## config.mk

```make
export PLATFORM = sky130hd
export DESIGN_NAME = muse_pid_trigger
export DESIGN_NICKNAME = d
export VERILOG_FILES = /design/src/rtl/muse_pid_trigger.sv
export SDC_FILE = /design/constraint.sdc
export NUM_CORES = 1
export LEC_CHECK = 0
export CORE_UTILIZATION = 65
export CTS_CLUSTER_SIZE = 24
export DETAILED_ROUTE_END_ITERATION = 6
export DONT_BUFFER_PORTS = 1
export PLACE_DENSITY = 0.88
export SLEW_MARGIN = 5
export SYNTH_ARGS = -nofsm -noshare
export SYNTH_HDL_FRONTEND = slang
export SYNTH_SLANG_ARGS = --single-unit
```

## constraint.sdc

```tcl
create_clock -name clk -period 19.9 [get_ports clk]
set_clock_uncertainty 0.2 [all_clocks]
set_input_delay 2.985 -clock clk [delete_from_list [all_inputs] [get_ports clk]]
set_output_delay 2.985 -clock clk [all_outputs]
set_load 0.02 [all_outputs]
```

## src/rtl/muse_pid_trigger.sv

```systemverilog
// -----------------------------------------------------------------------------
// muse_pid_trigger
//
// Trigger builder that sits after the per-channel PID fine-time stages.
// Electron/Muon/Pion match flags from NCH channels are OR-collected into one
// mask per species over a programmable coincidence window. The highest-priority
// species (E > M > P) that meets its multiplicity is prescaled. If it is
// accepted, a one-cycle TrigOut pulse with a species code is issued, followed
// by a programmable deadtime.
//
// Ports
//   clk       50 MHz system clock
//   rst       asynchronous, active-high reset
//   Electron  [NCH] per-channel electron match pulses
//   Muon      [NCH] per-channel muon match pulses
//   Pion      [NCH] per-channel pion match pulses
//   Veto      synchronous external veto
//   TrigOut   one-cycle trigger pulse
//   TrigType  01=electron, 10=muon, 11=pion while TrigOut=1, else 00
//   Busy      high whenever the FSM is not idle
//   DataOut   local-bus read data (zero unless Read and address hit)
//   DataIn    local-bus write data
//   Address   local-bus address
//   Read      local-bus read strobe
//   Write     local-bus write strobe
//
// Register map (offset from BASE)
//   0 CTRL   [2:0] enable E/M/P, [3] scaler clear (write-only pulse),
//            [11:8] WIN, [23:16] DEAD
//   1 MULT   [4:0] E, [12:8] M, [20:16] P
//   2 PSC    [7:0] E, [15:8] M, [23:16] P
//   3..5     SCAL_E / SCAL_M / SCAL_P saturating accepted-trigger counters
// -----------------------------------------------------------------------------
module muse_pid_trigger #(
    parameter int unsigned NCH  = 16,
    parameter logic [7:0]  BASE = 8'hC0
) (
    input  logic             clk,
    input  logic             rst,
    input  logic [NCH-1:0]   Electron,
    input  logic [NCH-1:0]   Muon,
    input  logic [NCH-1:0]   Pion,
    input  logic             Veto,
    output logic             TrigOut,
    output logic [1:0]       TrigType,
    output logic             Busy,
    output logic [31:0]      DataOut,
    input  logic [31:0]      DataIn,
    input  logic [7:0]       Address,
    input  logic             Read,
    input  logic             Write
);

    typedef enum logic [1:0] {
        IDLE   = 2'd0,
        WINDOW = 2'd1,
        EVAL   = 2'd2,
        DEAD   = 2'd3
    } state_t;

    // ------------------------------------------------------------------
    // Helper functions
    // ------------------------------------------------------------------
    function automatic logic [7:0] popcnt(input logic [NCH-1:0] v);
        logic [7:0] c;
        c = '0;
        for (int i = 0; i < NCH; i++) begin
            c = c + {7'd0, v[i]};
        end
        return c;
    endfunction

    function automatic logic [31:0] sat_inc(input logic [31:0] v);
        return (v == 32'hFFFF_FFFF) ? v : v + 32'd1;
    endfunction

    // A programmed zero window or multiplicity behaves as one.
    function automatic logic [3:0] nz_win(input logic [3:0] v);
        return (v == 4'd0) ? 4'd1 : v;
    endfunction

    function automatic logic [4:0] nz_mult(input logic [4:0] v);
        return (v == 5'd0) ? 5'd1 : v;
    endfunction

    // ------------------------------------------------------------------
    // State
    // ------------------------------------------------------------------
    state_t         state_q, state_d;
    logic [3:0]     wcnt_q, wcnt_d;
    logic [7:0]     dcnt_q, dcnt_d;
    logic [NCH-1:0] m_e_q, m_e_d, m_m_q, m_m_d, m_p_q, m_p_d;

    // Shadow copies taken at window start so bus writes never disturb
    // an event already in flight.
    logic [2:0]     sh_en_q, sh_en_d;
    logic [4:0]     sh_mult_e_q, sh_mult_e_d, sh_mult_m_q, sh_mult_m_d;
    logic [4:0]     sh_mult_p_q, sh_mult_p_d;
    logic [7:0]     sh_psc_e_q, sh_psc_e_d, sh_psc_m_q, sh_psc_m_d;
    logic [7:0]     sh_psc_p_q, sh_psc_p_d;

    logic [7:0]     pcnt_e_q, pcnt_e_d, pcnt_m_q, pcnt_m_d, pcnt_p_q, pcnt_p_d;
    logic           trig_q, trig_d;
    logic [1:0]     ttype_q, ttype_d;
    logic           inc_e, inc_m, inc_p;

    // Configuration registers
    logic [2:0]     en_q, en_d;
    logic [3:0]     win_q, win_d;
    logic [7:0]     dead_q, dead_d;
    logic [4:0]     mult_e_q, mult_e_d, mult_m_q, mult_m_d, mult_p_q, mult_p_d;
    logic [7:0]     psc_e_q, psc_e_d, psc_m_q, psc_m_d, psc_p_q, psc_p_d;
    logic           scal_clr;

    logic [31:0]    scal_e_q, scal_e_d, scal_m_q, scal_m_d, scal_p_q, scal_p_d;

    // ------------------------------------------------------------------
    // Local-bus decode. Subtracting BASE first makes the hit test a
    // single compare and keeps it correct even if BASE+5 would wrap.
    // ------------------------------------------------------------------
    logic [7:0] off;
    logic       hit;
    logic [7:0] unused_din;

    assign off        = Address - BASE;
    assign hit        = (off < 8'd6);
    assign unused_din = DataIn[31:24];

    always_comb begin
        en_d     = en_q;
        win_d    = win_q;
        dead_d   = dead_q;
        mult_e_d = mult_e_q;
        mult_m_d = mult_m_q;
        mult_p_d = mult_p_q;
        psc_e_d  = psc_e_q;
        psc_m_d  = psc_m_q;
        psc_p_d  = psc_p_q;
        scal_clr = 1'b0;
        if (Write && hit) begin
            case (off[2:0])
                3'd0: begin
                    en_d     = DataIn[2:0];
                    scal_clr = DataIn[3];
                    win_d    = DataIn[11:8];
                    dead_d   = DataIn[23:16];
                end
                3'd1: begin
                    mult_e_d = DataIn[4:0];
                    mult_m_d = DataIn[12:8];
                    mult_p_d = DataIn[20:16];
                end
                3'd2: begin
                    psc_e_d = DataIn[7:0];
                    psc_m_d = DataIn[15:8];
                    psc_p_d = DataIn[23:16];
                end
                default: ;
            endcase
        end
    end

    always_comb begin
        DataOut = '0;
        if (Read && hit) begin
            case (off[2:0])
                3'd0:    DataOut = {8'd0, dead_q, 4'd0, win_q, 5'd0, en_q};
                3'd1:    DataOut = {11'd0, mult_p_q, 3'd0, mult_m_q, 3'd0, mult_e_q};
                3'd2:    DataOut = {8'd0, psc_p_q, psc_m_q, psc_e_q};
                3'd3:    DataOut = scal_e_q;
                3'd4:    DataOut = scal_m_q;
                3'd5:    DataOut = scal_p_q;
                default: DataOut = '0;
            endcase
        end
    end

    // ------------------------------------------------------------------
    // Trigger FSM next-state logic
    // ------------------------------------------------------------------
    logic [NCH-1:0] fe_live, fm_live, fp_live;
    logic [NCH-1:0] fe_sh, fm_sh, fp_sh;
    logic           start;
    logic           qual_e, qual_m, qual_p;
    logic [3:0]     win_eff;

    assign fe_live = Electron & {NCH{en_q[0]}};
    assign fm_live = Muon     & {NCH{en_q[1]}};
    assign fp_live = Pion     & {NCH{en_q[2]}};
    assign fe_sh   = Electron & {NCH{sh_en_q[0]}};
    assign fm_sh   = Muon     & {NCH{sh_en_q[1]}};
    assign fp_sh   = Pion     & {NCH{sh_en_q[2]}};
    assign start   = !Veto && ((|fe_live) || (|fm_live) || (|fp_live));
    assign win_eff = nz_win(win_q);

    assign qual_e = sh_en_q[0] && (popcnt(m_e_q) >= {3'd0, sh_mult_e_q});
    assign qual_m = sh_en_q[1] && (popcnt(m_m_q) >= {3'd0, sh_mult_m_q});
    assign qual_p = sh_en_q[2] && (popcnt(m_p_q) >= {3'd0, sh_mult_p_q});

    always_comb begin
        state_d     = state_q;
        wcnt_d      = wcnt_q;
        dcnt_d      = dcnt_q;
        m_e_d       = m_e_q;
        m_m_d       = m_m_q;
        m_p_d       = m_p_q;
        sh_en_d     = sh_en_q;
        sh_mult_e_d = sh_mult_e_q;
        sh_mult_m_d = sh_mult_m_q;
        sh_mult_p_d = sh_mult_p_q;
        sh_psc_e_d  = sh_psc_e_q;
        sh_psc_m_d  = sh_psc_m_q;
        sh_psc_p_d  = sh_psc_p_q;
        pcnt_e_d    = pcnt_e_q;
        pcnt_m_d    = pcnt_m_q;
        pcnt_p_d    = pcnt_p_q;
        trig_d      = 1'b0;
        ttype_d     = 2'b00;
        inc_e       = 1'b0;
        inc_m       = 1'b0;
        inc_p       = 1'b0;

        case (state_q)
            IDLE: begin
                if (start) begin
                    // The start cycle already counts as window cycle 1.
                    m_e_d       = fe_live;
                    m_m_d       = fm_live;
                    m_p_d       = fp_live;
                    sh_en_d     = en_q;
                    sh_mult_e_d = nz_mult(mult_e_q);
                    sh_mult_m_d = nz_mult(mult_m_q);
                    sh_mult_p_d = nz_mult(mult_p_q);
                    sh_psc_e_d  = psc_e_q;
                    sh_psc_m_d  = psc_m_q;
                    sh_psc_p_d  = psc_p_q;
                    wcnt_d      = win_eff - 4'd1;
                    state_d     = (win_eff == 4'd1) ? EVAL : WINDOW;
                end
            end

            WINDOW: begin
                if (Veto) begin
                    m_e_d   = '0;
                    m_m_d   = '0;
                    m_p_d   = '0;
                    state_d = IDLE;
                end else begin
                    m_e_d  = m_e_q | fe_sh;
                    m_m_d  = m_m_q | fm_sh;
                    m_p_d  = m_p_q | fp_sh;
                    wcnt_d = wcnt_q - 4'd1;
                    if (wcnt_q == 4'd1) begin
                        state_d = EVAL;
                    end
                end
            end

            EVAL: begin
                // Only the highest-priority qualifying species consults
                // its prescaler; a reject there does not fall through.
                state_d = IDLE;
                m_e_d   = '0;
                m_m_d   = '0;
                m_p_d   = '0;
                if (qual_e) begin
                    if (pcnt_e_q == 8'd0) begin
                        pcnt_e_d = sh_psc_e_q;
                        trig_d   = 1'b1;
                        ttype_d  = 2'b01;
                        inc_e    = 1'b1;
                        dcnt_d   = dead_q;
                        state_d  = DEAD;
                    end else begin
                        pcnt_e_d = pcnt_e_q - 8'd1;
                    end
                end else if (qual_m) begin
                    if (pcnt_m_q == 8'd0) begin
                        pcnt_m_d = sh_psc_m_q;
                        trig_d   = 1'b1;
                        ttype_d  = 2'b10;
                        inc_m    = 1'b1;
                        dcnt_d   = dead_q;
                        state_d  = DEAD;
                    end else begin
                        pcnt_m_d = pcnt_m_q - 8'd1;
                    end
                end else if (qual_p) begin
                    if (pcnt_p_q == 8'd0) begin
                        pcnt_p_d = sh_psc_p_q;
                        trig_d   = 1'b1;
                        ttype_d  = 2'b11;
                        inc_p    = 1'b1;
                        dcnt_d   = dead_q;
                        state_d  = DEAD;
                    end else begin
                        pcnt_p_d = pcnt_p_q - 8'd1;
                    end
                end
            end

            DEAD: begin
                if (dcnt_q == 8'd0) begin
                    state_d = IDLE;
                end else begin
                    dcnt_d = dcnt_q - 8'd1;
                end
            end

            default: state_d = IDLE;
        endcase
    end

    // Clear wins over a coincident increment.
    assign scal_e_d = scal_clr ? 32'd0 : (inc_e ? sat_inc(scal_e_q) : scal_e_q);
    assign scal_m_d = scal_clr ? 32'd0 : (inc_m ? sat_inc(scal_m_q) : scal_m_q);
    assign scal_p_d = scal_clr ? 32'd0 : (inc_p ? sat_inc(scal_p_q) : scal_p_q);

    // ------------------------------------------------------------------
    // Registers
    // ------------------------------------------------------------------
    always_ff @(posedge clk or posedge rst) begin
        if (rst) begin
            state_q     <= IDLE;
            wcnt_q      <= '0;
            dcnt_q      <= '0;
            m_e_q       <= '0;
            m_m_q       <= '0;
            m_p_q       <= '0;
            sh_en_q     <= '0;
            sh_mult_e_q <= 5'd1;
            sh_mult_m_q <= 5'd1;
            sh_mult_p_q <= 5'd1;
            sh_psc_e_q  <= '0;
            sh_psc_m_q  <= '0;
            sh_psc_p_q  <= '0;
            pcnt_e_q    <= '0;
            pcnt_m_q    <= '0;
            pcnt_p_q    <= '0;
            trig_q      <= 1'b0;
            ttype_q     <= 2'b00;
            en_q        <= 3'b111;
            win_q       <= 4'd4;
            dead_q      <= 8'd10;
            mult_e_q    <= 5'd1;
            mult_m_q    <= 5'd1;
            mult_p_q    <= 5'd1;
            psc_e_q     <= '0;
            psc_m_q     <= '0;
            psc_p_q     <= '0;
            scal_e_q    <= '0;
            scal_m_q    <= '0;
            scal_p_q    <= '0;
        end else begin
            state_q     <= state_d;
            wcnt_q      <= wcnt_d;
            dcnt_q      <= dcnt_d;
            m_e_q       <= m_e_d;
            m_m_q       <= m_m_d;
            m_p_q       <= m_p_d;
            sh_en_q     <= sh_en_d;
            sh_mult_e_q <= sh_mult_e_d;
            sh_mult_m_q <= sh_mult_m_d;
            sh_mult_p_q <= sh_mult_p_d;
            sh_psc_e_q  <= sh_psc_e_d;
            sh_psc_m_q  <= sh_psc_m_d;
            sh_psc_p_q  <= sh_psc_p_d;
            pcnt_e_q    <= pcnt_e_d;
            pcnt_m_q    <= pcnt_m_d;
            pcnt_p_q    <= pcnt_p_d;
            trig_q      <= trig_d;
            ttype_q     <= ttype_d;
            en_q        <= en_d;
            win_q       <= win_d;
            dead_q      <= dead_d;
            mult_e_q    <= mult_e_d;
            mult_m_q    <= mult_m_d;
            mult_p_q    <= mult_p_d;
            psc_e_q     <= psc_e_d;
            psc_m_q     <= psc_m_d;
            psc_p_q     <= psc_p_d;
            scal_e_q    <= scal_e_d;
            scal_m_q    <= scal_m_d;
            scal_p_q    <= scal_p_d;
        end
    end

    assign TrigOut  = trig_q;
    assign TrigType = ttype_q;
    assign Busy     = (state_q != IDLE);

endmodule

```

# [Word-level counts from Yosys, hierarchy flattened]
# Cells that the tools add are included.
[word_totals] register_bits=281 in_bits=93 output_inout_bits=36
[classes] n_addsub=55 n_lt_le_gt_ge=4 n_eq_ne=25 n_mux=72 bitwise_logic=11 n_reduce_logical=43
[op_table] op="2-to-1 mux 32 bit" n=10
[op_table] op="adder 8 x 1 -> 8 bit" n=24
[op_table] op="case mux 32 bit (6 select lines)" n=1
[op_table] op="case mux 16 bit (3 select lines)" n=3
[op_table] op="adder 32 x 1 -> 32 bit (second input constant)" n=3
[op_table] op="bitwise AND 16 bit" n=6
[op_table] op="== test 32 bit (second input constant)" n=3
[op_table] op="2-to-1 mux 16 bit" n=6
[op_table] op="2-to-1 mux 8 bit" n=10
[op_table] op="bitwise OR 16 bit" n=3
[op_table] op="OR reduction 16 bit" n=3
[op_table] op="zero test 8 bit" n=4
[op_table] op="subtractor 8 x 1 -> 8 bit (second input constant)" n=4
[op_table] op="2-to-1 mux 2 bit" n=15
[op_table] op="adder 7 x 1 -> 8 bit" n=3
[op_table] op=">= comparator 8 x 5 -> 1 bit" n=3
[op_table] op="adder 6 x 1 -> 7 bit" n=3
[op_table] op="adder 5 x 1 -> 6 bit" n=3
[op_table] op="2-to-1 mux 1 bit" n=18
[op_table] op="AND reduction 2 bit" n=9
[op_table] op="case mux 8 bit (2 select lines)" n=1
[op_table] op="adder 4 x 1 -> 5 bit" n=3
[op_table] op="zero test 5 bit" n=3
[op_table] op="2-to-1 mux 5 bit" n=3
[op_table] op="other kinds (30)" n=66

# [Depth between registers and ports, before layout]
[depth] word_depth=23 mapped_depth=23 ltp_nobuf=20

# [Least setup slack after synthesis]
# No wires, ideal clock.
[synth_timing] kind="in2out" from="in Address[0]" to="out DataOut[19]" arrival_ps=4630 required_time_ps=16715 setup_slack_ps=12085 path_stages=6 path_buffers=3 cell_sequence="buf_1 -> buf_1 -> buf_1 -> a22oi_1 -> o22a_1 -> nor2_1"
[synth_between] elab_chain_len=4 word_cells_on_any_way=11 cone_classes="1 x add/sub; 1 x order compare; 5 x eq/ne; 2 x mux; 2 x reduce/logical"
[synth_lines] item="start: declaration" line_no="49" rtl="input logic [7:0] Address,"
[synth_lines] item="subtractor 8 bit *" line_no="125" rtl="assign off = Address - BASE;"
[synth_lines] item="less-than comparator 8 x 3 -> 1 bit, or another cell as far along" line_no="126" rtl="assign hit = (off < 8'd6);"
[synth_lines] item="logical AND 1 bit / case mux 32 bit (6 select lines) (equally long branches)" line_no="165, 166"
[synth_lines] item="2-to-1 mux 32 bit *" line_no="165" rtl="if (Read && hit) begin"
[synth_lines] item="end: declaration" line_no="47" rtl="output logic [31:0] DataOut,"
# Mark *: on every way between the ends. The rest lies on a longest branch, timed or not.

# [Worst setup path in the final report]
[layout_timing] from="in Address[2]" to="out DataOut[12]"
# The elaborated chain is that of the path after synthesis.

==> out/qor.txt <==
TritonCTS clock tree -> built
Clock Tree Buf Depth -> 3
Yosys reg bits -> 281
Synth area leader -> dfrtp_1
layout cells sized above 1 -> 0.137
global-route wire length before repair -> 66.8 mm
number of distinct library cells after synthesis -> 80
die area -> 25300 um2
Synth area leaders -> dfrtp_1 42%, mux2_2 8.3%, fa_1 3.7%, ha_1 3.7%, nor2_1 3.6%
Post-Syn Area -> 16000 um2
Net Switching -> 0.540 mW
Rows -> 57
Initial DRT Pass Iterations -> 5
vias in the first global route -> 12700
H-tree depth -> 1
root buffer cell -> clkbuf_16
Worst IR Drop VDD -> 0.0862 mV
drt total wl -> 41.3 mm
input/output buffers -> 0
placed cells -> 1846
Setup Crit Path Kind -> in2out
initial antenna violation count -> 2
DRT antenna net count -> 0
Tightest Hold Check Type -> reg2reg
Req. time, crit path -> 16.72 ns
final hold slack -> 0.289 ns
CP Cell Sequence -> nand2b_1, nor2_1, a22oi_1, a21oi_1
CP Capture Type -> output pin
# nets final -> 1725
status -> finished, final reports clean
part of the power in registers -> 0.400
clock insertion delay at the later pin of the skew report -> 0.57 ns
startpoint types -> input pin
total track usage -> 0.330
Slew @ Worst Pin -> 1.18 ns
share of power burned in the clock network -> 0.377
Filler cells -> 1634
Slew Limit Fails -> 0
Final Critical Period -> 8.01 ns
Post-Syn Area per Cell -> 10.1 um2
Worst EP arrival -> 4.83 ns
area delta synth->final -> 8.14%
Post-synth EDFFs -> 0
final setup margin -> 11.89 ns
Die X-Extent -> 159 um
Post-Route Setup TNS -> 0 ns
initial drt markers -> 1401
clk sinks -> 281
hold buffer count at cts -> 0
GR Overflow Total -> 0
Post-Syn Instances -> 1586
switch share -> 0.321
WL per Instance -> 21.6 um
PD cells -> 97.1 nW/um2
final hold viol count -> 0
hpwl dp -> 29.2 mm
Worst Path Buf+Inv -> 0
Max Cap Violations -> 0
starting density of the core -> 0.661
Worst-path clk slew -> 0.06 ns
# Post-CTS Setup Buffers -> 0
final period utilization -> 0.403
Worst slew margin -> 0.211
Core Region -> 24200 um2
syn_nets -> 1756
share of flip-flops with an asynchronous set or reset -> 1.00
sequential share of the synthesized area -> 0.439
flop2flop setup slack -> 13.50 ns
Logic pwr share -> 0.223
Post-route DRC -> 0
Critical Path Fanout Max -> 31
post-cts resize count -> 0
fin cells -> 1906
Crit-path slowest cell -> nor2_1
P_leak -> 7.59 nW
achievable frequency -> 125 MHz
# setup viols final -> 0
vias per cell -> 6.71
largest net degree at the start of global routing -> 135
leading register cell type out of synthesis -> dfrtp_1
via count -> 12800
Synth top area share -> 0.420
DP Worst Slack -> 11.99 ns
Power Total -> 1.68 mW
CP delay by family, top -> simple AND/OR/NAND/NOR gates
CP max stage delay -> 0.78 ns
Cell Int Power -> 1.14 mW
chip height -> 159 um
CTS Buf Count -> 31
GPL Wtd Cong -> 0.946
io pins -> 129
Ys Warns -> 0
RSZ-0062 raised after global routing -> false
## through the flow
step	instance area (um2)	utilization
final	17300	0.715
after global routing	17300	0.715
after CTS	17300	0.715
after detailed placement	16200	0.668
after global placement	16200	0.668
after floorplan	16000	-
## area by class of cell
cell class	instances	area (um2)	share of cell area
repair buffers	7	52.6	0.00303
inverters	129	492	0.0284
diodes	2	5.00	0.000289
clock inverters	17	279	0.0161
well taps	324	405	0.0234
multi-input cells	1105	8210	0.473
flip-flops and latches	281	7050	0.406
clock buffers	41	853	0.0492
## layer usage
| layer | wire length, um | share of wire | global-route usage |
|---|---|---|---|
| met3 | 3850 | 0.093 | 0.0578 |
| met1 | 16400 | 0.40 | 0.445 |
| met2 | 19100 | 0.46 | 0.532 |
| met5 | 0 | 0 | 0 |
| met4 | 1890 | 0.046 | 0.138 |
## placed cells by master, fill, tap and decap left out, types with 8 or more instances in the layout
cell and instances:
a21oi_1 79, a22o_1 54, a22oi_1 27, and2_1 8, and3_1 21, and4_1 13, clkbuf_16 31, dfrtp_1 269
dfstp_2 12, fa_1 30, ha_1 47, inv_1 128, mux2_2 118, mux2i_1 36, nand2_1 88, nand2b_1 8
nand3_1 38, nand4_1 41, nor2_1 153, nor3_1 18, nor4_1 22, o211ai_1 13, o21a_1 8, o21ai_0 64
o22a_1 17, o31ai_1 9, or3_1 35, or4_1 11, xnor2_1 19, xor2_1 42
## tightest hold or removal path, stage by stage (launching register included)
cell,delay (ns)
dfstp_2,0.37
nand2_1,0.04
o21ai_0,0.07
## registers in the layout, summed over array words and instances, names as in the netlist, 8 cells and up
name        flops
scal_e_q       32
sh_psc_m_q      8
scal_m_q       32
dead_q          8
sh_psc_e_q      8
pcnt_m_q        8
m_p_q          16
scal_p_q       32
m_e_q          16
pcnt_p_q        8
psc_p_q         8
psc_e_q         8
m_m_q          16
psc_m_q         8
dcnt_q          8
pcnt_e_q        8
sh_psc_p_q      8
## cell families (layout without fill, tap and decap cells)
| logic type | Yosys count | count (layout) | share of synthesized area |
|---|---|---|---|
| buffers and inverters | 200 | 194 | 0.0489 |
| DFF | 281 | 281 | 0.439 |
| AOI/OAI and AO/OA | 322 | 322 | 0.138 |
| other | 0 | 2 | 0 |
| xor gates and xnor gates | 61 | 61 | 0.0333 |
| adders and majority gates | 77 | 77 | 0.0741 |
| and+or+nand+nor | 491 | 491 | 0.161 |
| muxes | 154 | 154 | 0.105 |
## path summary, 6_finish.rpt
check	start	endpoint	cells past startpoint
max	Address[2]	DataOut[12]	4
min	sh_mult_p_q[0]	sh_mult_p_q[0]	2
max reg2reg	m_m_q[0]	scal_p_q[10]	19
min reg2reg	sh_mult_p_q[0]	sh_mult_p_q[0]	2
max in group asynchronous	rst	psc_p_q[0]	2
min in group asynchronous	rst	TrigType[1]	1
## power by group through the flow
stage	sequential [mW]	clock, mW	combinational (mW)
after floorplan	0.663	0	0.299
after detailed placement	0.680	0	0.365
after CTS	0.671	0.638	0.368
final	0.674	0.634	0.376
after global routing	0.679	0.659	0.415
after global placement	0.677	0	0.351
## synthesized netlist by cell type, types with 7 or more instances
cell type,count
or3_1,35
xor2_1,42
nor2b_1,7
nor3_1,18
a22oi_1,27
and4_1,13
mux2i_1,36
o22a_1,17
dfstp_2,12
or4_1,11
dfrtp_1,269
inv_1,129
a21oi_1,79
a22o_1,54
buf_1,12
nand2_1,88
xnor2_1,19
nor4_1,22
nand2b_1,8
mux2_2,118
ha_1,47
clkbuf_1,34
nand4_1,41
and2_1,8
nand3_1,38
nor2_1,153
o21ai_0,64
o211ai_1,13
and3_1,22
fa_1,30
buf_2,24
o21a_1,8
o31ai_1,9
(Power assumes the default switching activity.)
